--- src/rtl/puf_pkg.sv ---
// Shared types and helpers for the arbiter-PUF challenge/response engine.
package puf_pkg;

  // Widest LFSR the helper below can step; the engine casts down to its STAGES.
  localparam int LFSR_MAX = 64;

  typedef enum logic [2:0] {
    IDLE,
    LAUNCH,
    SETTLE,
    SAMPLE,
    RELAX,
    DECIDE,
    DONE
  } puf_state_t;

  // One Galois step: shift right, and fold in the tap mask when a one falls out.
  function automatic logic [LFSR_MAX-1:0] lfsr_next(input logic [LFSR_MAX-1:0] cur,
                                                    input logic [LFSR_MAX-1:0] taps);
    if (cur[0]) begin
      return (cur >> 1) ^ taps;
    end
    return cur >> 1;
  endfunction

endpackage

--- src/rtl/puf_lfsr.sv ---
// Challenge generator: STAGES-wide Galois LFSR with load and advance controls.
// A zero seed is replaced by 1 so the register never locks up at all-zeros.
module puf_lfsr
  import puf_pkg::*;
#(
  parameter int                STAGES = 16,
  parameter logic [STAGES-1:0] TAPS   = 16'hB400
) (
  input  logic              clk,
  input  logic              rst_n,
  input  logic              load,
  input  logic              advance,
  input  logic [STAGES-1:0] seed,
  output logic [STAGES-1:0] state
);

  // Load wins over advance; otherwise the register holds its value.
  always_ff @(posedge clk or negedge rst_n) begin
    if (!rst_n) begin
      state <= '0;
    end else if (load) begin
      state <= (seed == '0) ? STAGES'(1) : seed;
    end else if (advance) begin
      state <= STAGES'(lfsr_next(LFSR_MAX'(state), LFSR_MAX'(TAPS)));
    end
  end

endmodule

--- src/rtl/arbiter_puf_engine.sv ---
// Arbiter-PUF controller: launches the delay chain VOTES times per response bit,
// majority-votes the synchronised arbiter output, flags non-unanimous bits and
// shifts the result MSB-first into a RESP_BITS-wide response word.
module arbiter_puf_engine
  import puf_pkg::*;
#(
  parameter int                STAGES        = 16,
  parameter int                RESP_BITS     = 8,
  parameter int                VOTES         = 5,
  parameter int                SETTLE_CYCLES = 4,
  parameter logic [STAGES-1:0] TAPS          = 16'hB400
) (
  input  logic                 clk,
  input  logic                 rst_n,
  input  logic                 start,
  input  logic [STAGES-1:0]    seed,
  input  logic                 abort,
  input  logic                 resp_ready,
  input  logic                 arb_in,
  output logic                 launch,
  output logic [STAGES-1:0]    chal_out,
  output logic [RESP_BITS-1:0] resp_data,
  output logic [RESP_BITS-1:0] unstable,
  output logic                 resp_valid,
  output logic                 busy
);

  localparam int VW = $clog2(VOTES + 1);
  localparam int BW = $clog2(RESP_BITS + 1);
  localparam int TW = $clog2(SETTLE_CYCLES + 1);

  localparam logic [VW-1:0] VOTES_C = VW'(VOTES);
  localparam logic [VW-1:0] HALF_C  = VW'(VOTES / 2);
  localparam logic [BW-1:0] LAST_B  = BW'(RESP_BITS - 1);
  localparam logic [TW-1:0] LAST_T  = TW'(SETTLE_CYCLES - 1);

  puf_state_t        state;
  logic              sync1;
  logic              arb_s;
  logic [VW-1:0]     ones;
  logic [VW-1:0]     votes;
  logic [BW-1:0]     bits;
  logic [TW-1:0]     timer;
  logic              lfsr_load;
  logic              lfsr_adv;
  logic [STAGES-1:0] lfsr_state;
  logic              vote_bit;
  logic              vote_mixed;

  // The challenge only moves in DECIDE, when launch is already low.
  assign lfsr_load  = (state == IDLE) && start && !abort;
  assign lfsr_adv   = (state == DECIDE) && !abort;
  assign vote_bit   = (ones > HALF_C);
  assign vote_mixed = (ones != '0) && (ones != VOTES_C);
  assign chal_out   = busy ? lfsr_state : '0;

  puf_lfsr #(
    .STAGES (STAGES),
    .TAPS   (TAPS)
  ) u_lfsr (
    .clk     (clk),
    .rst_n   (rst_n),
    .load    (lfsr_load),
    .advance (lfsr_adv),
    .seed    (seed),
    .state   (lfsr_state)
  );

  // Two-flop synchroniser for the arbiter output, which is asynchronous to clk.
  always_ff @(posedge clk or negedge rst_n) begin
    if (!rst_n) begin
      sync1 <= 1'b0;
      arb_s <= 1'b0;
    end else begin
      sync1 <= arb_in;
      arb_s <= sync1;
    end
  end

  // Control FSM with registered outputs; abort overrides everything and wipes the partial word.
  always_ff @(posedge clk or negedge rst_n) begin
    if (!rst_n) begin
      state      <= IDLE;
      launch     <= 1'b0;
      resp_data  <= '0;
      unstable   <= '0;
      resp_valid <= 1'b0;
      busy       <= 1'b0;
      ones       <= '0;
      votes      <= '0;
      bits       <= '0;
      timer      <= '0;
    end else if (abort) begin
      state      <= IDLE;
      launch     <= 1'b0;
      resp_data  <= '0;
      unstable   <= '0;
      resp_valid <= 1'b0;
      busy       <= 1'b0;
      ones       <= '0;
      votes      <= '0;
      bits       <= '0;
      timer      <= '0;
    end else begin
      case (state)
        IDLE: begin
          if (start) begin
            ones      <= '0;
            votes     <= '0;
            bits      <= '0;
            timer     <= '0;
            resp_data <= '0;
            unstable  <= '0;
            busy      <= 1'b1;
            launch    <= 1'b1;
            state     <= LAUNCH;
          end
        end
        LAUNCH: begin
          timer <= '0;
          state <= SETTLE;
        end
        SETTLE: begin
          if (timer == LAST_T) begin
            state <= SAMPLE;
          end else begin
            timer <= timer + TW'(1);
          end
        end
        SAMPLE: begin
          ones   <= ones + VW'(arb_s);
          votes  <= votes + VW'(1);
          timer  <= '0;
          launch <= 1'b0;
          state  <= RELAX;
        end
        RELAX: begin
          if (timer == LAST_T) begin
            if (votes < VOTES_C) begin
              launch <= 1'b1;
              state  <= LAUNCH;
            end else begin
              state <= DECIDE;
            end
          end else begin
            timer <= timer + TW'(1);
          end
        end
        DECIDE: begin
          resp_data <= (resp_data << 1) | RESP_BITS'(vote_bit);
          unstable  <= (unstable << 1) | RESP_BITS'(vote_mixed);
          ones      <= '0;
          votes     <= '0;
          bits      <= bits + BW'(1);
          if (bits == LAST_B) begin
            resp_valid <= 1'b1;
            state      <= DONE;
          end else begin
            launch <= 1'b1;
            state  <= LAUNCH;
          end
        end
        DONE: begin
          if (resp_ready) begin
            resp_valid <= 1'b0;
            busy       <= 1'b0;
            state      <= IDLE;
          end
        end
        default: begin
          state <= IDLE;
        end
      endcase
    end
  end

endmodule

--- config.mk ---
export PLATFORM = sky130hd
export DESIGN_NAME = arbiter_puf_engine
export DESIGN_NICKNAME = d
export VERILOG_FILES = /design/src/rtl/puf_pkg.sv /design/src/rtl/puf_lfsr.sv /design/src/rtl/arbiter_puf_engine.sv
export SDC_FILE = /design/constraint.sdc
export NUM_CORES = 1
export LEC_CHECK = 0
export ABC_AREA = 1
export CORE_AREA = 5 5 80 82
export DETAILED_ROUTE_END_ITERATION = 10
export DIE_AREA = 0 0 85 87
export PLACE_DENSITY = 0.8
export SLEW_MARGIN = 40
export SYNTH_ARGS = -nofsm -noshare
export SYNTH_HDL_FRONTEND = slang
export SYNTH_SLANG_ARGS = --single-unit
export TNS_END_PERCENT = 1
--- constraint.sdc ---
create_clock -name clk -period 1.7 [get_ports clk]
set_input_delay 0.17 -clock clk [delete_from_list [all_inputs] [get_ports clk]]
set_output_delay 0.17 -clock clk [all_outputs]
set_load 0.1 [all_outputs]
==> qor.yml <==
sta:
  setup_viol: 0
  relSlewSlack_pct: 62.3
  setup_tns_ns: 0
  hold_viol_final: 0
  rsz0062_at_grt: "false"
  max_freq_mhz: 659
  finalClockSkew_ns: 0.00319
  fin_crit_ns: 1.52
  drv_slew: 0
  tightest_slew_ns: 0.565
  finalCritPeriodShare_pct: 89.3
setup_path:
  cp-end-kind: "register"
  cp-startpoint: "state[1]"
  path_max_fanout: 6
  worstPathArrival_ns: 1.71
  start_kind: "register"
  worstPathRequired_ns: 1.89
  r2r_start: "state[1]"
  worstSetupPathType: "reg -> reg"
clocking:
  cts_buffer_depth: 2
  clock_sinks: 53
  cts_tree: "done"
  cts_resized: 0
  htree_levels: 2
  clk_pin_slew_worst_paths_ns: 0.09
  cts_made_buffers: 5
  clockRootBuffer: "clkbuf_8"
  clock_latency_ns: 0.30
cells_and_area:
  nets: 433
  drive_gt1_share_pct: 23.4
  nFillCells: 468
  areaGrowthSynthToFinish_pct: 38.8
  utilization_pct: 67.1
  antenna_cells: 0
logic_synthesis:
  postSynthAreaPerCell_um2: 8.17
  postSynthCellCount: 336
  yosysWarnings: 0
  syn_nets: 364
  syn-cell-area_um2: 2740
  ys.flop_type: "dfrtp_1"
  async_flop_share_pct: 100
  synth-edff-count: 0
  ys_seq_area_share_pct: 48.3
  synth_top_area_share_pct: 48.3
  ys_types: 33
  synth_area_leaders: "dfrtp_1 (48%), nand2_1 (13%), inv_1 (6.8%), o22ai_2 (4.6%), nor2_1 (3.7%)"
  synth_area_leader_cell: "dfrtp_1"
  ys_ff_latch: 53
grt:
  first_global_vias: 2487
  grt_use_total_pct: 19.0
  grt_max_degree: 24
  grt_pass1_wl_um: 11400
  grt_overflow: 0
  antenna_found_initial: 0
placed_design:
  port-buffer-count: 56
  routabilityCongestion: 0.908
  dp_hpwl_um: 5050
flow_run:
  cap_violations: 0
hold_path:
  min_from: "arb_in"
  min_path_type: "in -> reg"
drt:
  viasPerCell: 5.05
  num_vias: 2431
  drt_iter0_drc: 128
  first_pass_iters: 5
  ant_nets: 0
  drc: 0
  wire_per_inst_um: 13.6
  wl_um: 6550
die:
  start_util_pct: 48.3
  die_y_um: 87
  core-area_um2: 5680
  die_x_um: 85
  pin_count: 57
  dieArea_um2: 7400
  std_cell_rows: 28
pwr:
  vdd.ir_drop.worst_uv: 967
  p_leak_uw: 0.00179
  power_density_nw_per_um2: 1630
status:
  status: "completed"
==> cells in the mapped netlist, drive strengths merged, types with 2 or more instances <==
library cell,number
a21oi,4
a31oi,4
buf,5
clkbuf,3
dfrtp,53
ha,6
inv,58
nand2,98
nand3,19
nand4,2
nor2,29
o211ai,7
o21ai,20
o22ai,15
xnor2,3
xor2,3
==> where the power goes <==
part           leakage, uW  internal, uW  switching (uW)
Sequential        0.000698          1510             331
Clock            0.0000681           585             412
Combinational      0.00103          1180            2180
==> worst max-delay path, stage by stage (launching register included) <==
cell     delay [ns]
dfrtp_1        0.49
nor2_4         0.21
nand3_1        0.17
buf_4          0.19
nand2_1        0.06
inv_1          0.04
nand2_1        0.13
o21ai_0        0.10
==> worst paths after layout <==
| path | endpoint | slack [ns] | cells past startpoint |
|---|---|---|---|
| max in group asynchronous | resp_data[5] | 0.77 | 3 |
| worst max register to register | timer[1] | 0.18 | 7 |
| worst max-delay path | timer[1] | 0.18 | 7 |
| worst min register to register | arb_s | 0.36 | 0 |
| min in group asynchronous | u_lfsr.state[9] | 0.39 | 2 |
| worst min-delay path | sync1 | 0.30 | 1 |
==> cell families after synthesis <==
kind of cell	after synthesis	synth area share, %
flip-flops	53	48.3
adder cells (fa/ha/maj)	6	2.74
XOR/XNOR	6	1.92
AND/OR/NAND/NOR	152	23.3
buffers and inverters	66	9.48
AO/OA/AOI/OAI	53	14.3
==> registers in the layout (all words and copies together), names as in the netlist <==
name,count
sync1,1
unstable,8
bits,4
timer,3
arb_s,1
u_lfsr.state,16
busy,1
votes,3
ones,3
resp_data,8
launch,1
resp_valid,1
state,3
==> area by class of cell <==
type / count / area, um^2 / area share [%]
clock buffer: 5 / 68.8 / 1.81
clock inverter: 3 / 65.1 / 1.71
inverter: 58 / 255 / 6.70
multi-input combinational: 217 / 1160 / 30.4
sequential: 53 / 1330 / 34.9
tap: 75 / 93.8 / 2.46
timing repair buffer: 70 / 838 / 22.0
==> per-stage QoR <==
step | instance area [um^2] | total power (uW) | cells | setup slack (ns) | hold WS (ns)
6_report | 3810 | 6200 | 481 | 0.182 | 0.296
4_1_cts | 3810 | 6240 | 481 | 0.186 | 0.290
3_3_place_gp | 3660 | 5190 | 472 | 0.0841 | 0.183
5_1_grt | 3810 | 6520 | 481 | 0.0271 | 0.285
2_1_floorplan | 2790 | 4020 | 336 | 0.00832 | -0.126
3_5_place_dp | 3660 | 5240 | 472 | 0.0399 | 0.189
==> layer usage <==
| metal | vias up | wire (um) | GRT usage, % |
|---|---|---|---|
| li1 | 1198 | - | - |
| met1 | 1143 | 2790 | 24.2 |
| met2 | 78 | 3250 | 32.6 |
| met3 | 12 | 419 | 4.16 |
| met4 | 0 | 95 | 5.18 |
| met5 | - | 0 | 0 |
==> layout by cell type, fill, tap and decap left out, types with 6 or more instances in the layout <==
| master | n |
|---|---|
| buf_12 | 21 |
| buf_4 | 27 |
| clkdlybuf4s50_1 | 20 |
| clkinvlp_4 | 10 |
| dfrtp_1 | 52 |
| ha_1 | 6 |
| inv_1 | 40 |
| inv_2 | 8 |
| nand2_1 | 95 |
| nand3_1 | 19 |
| nor2_1 | 27 |
| o211ai_1 | 7 |
| o21ai_0 | 19 |
| o22ai_2 | 10 |
==> what timing repair did <==
item / in CTS / in global routing
hold endpoints to repair: 21 / 0
hold buffers: 1 / 0
setup buffers: 0 / 0
Power figures use the tool's default switching activity.
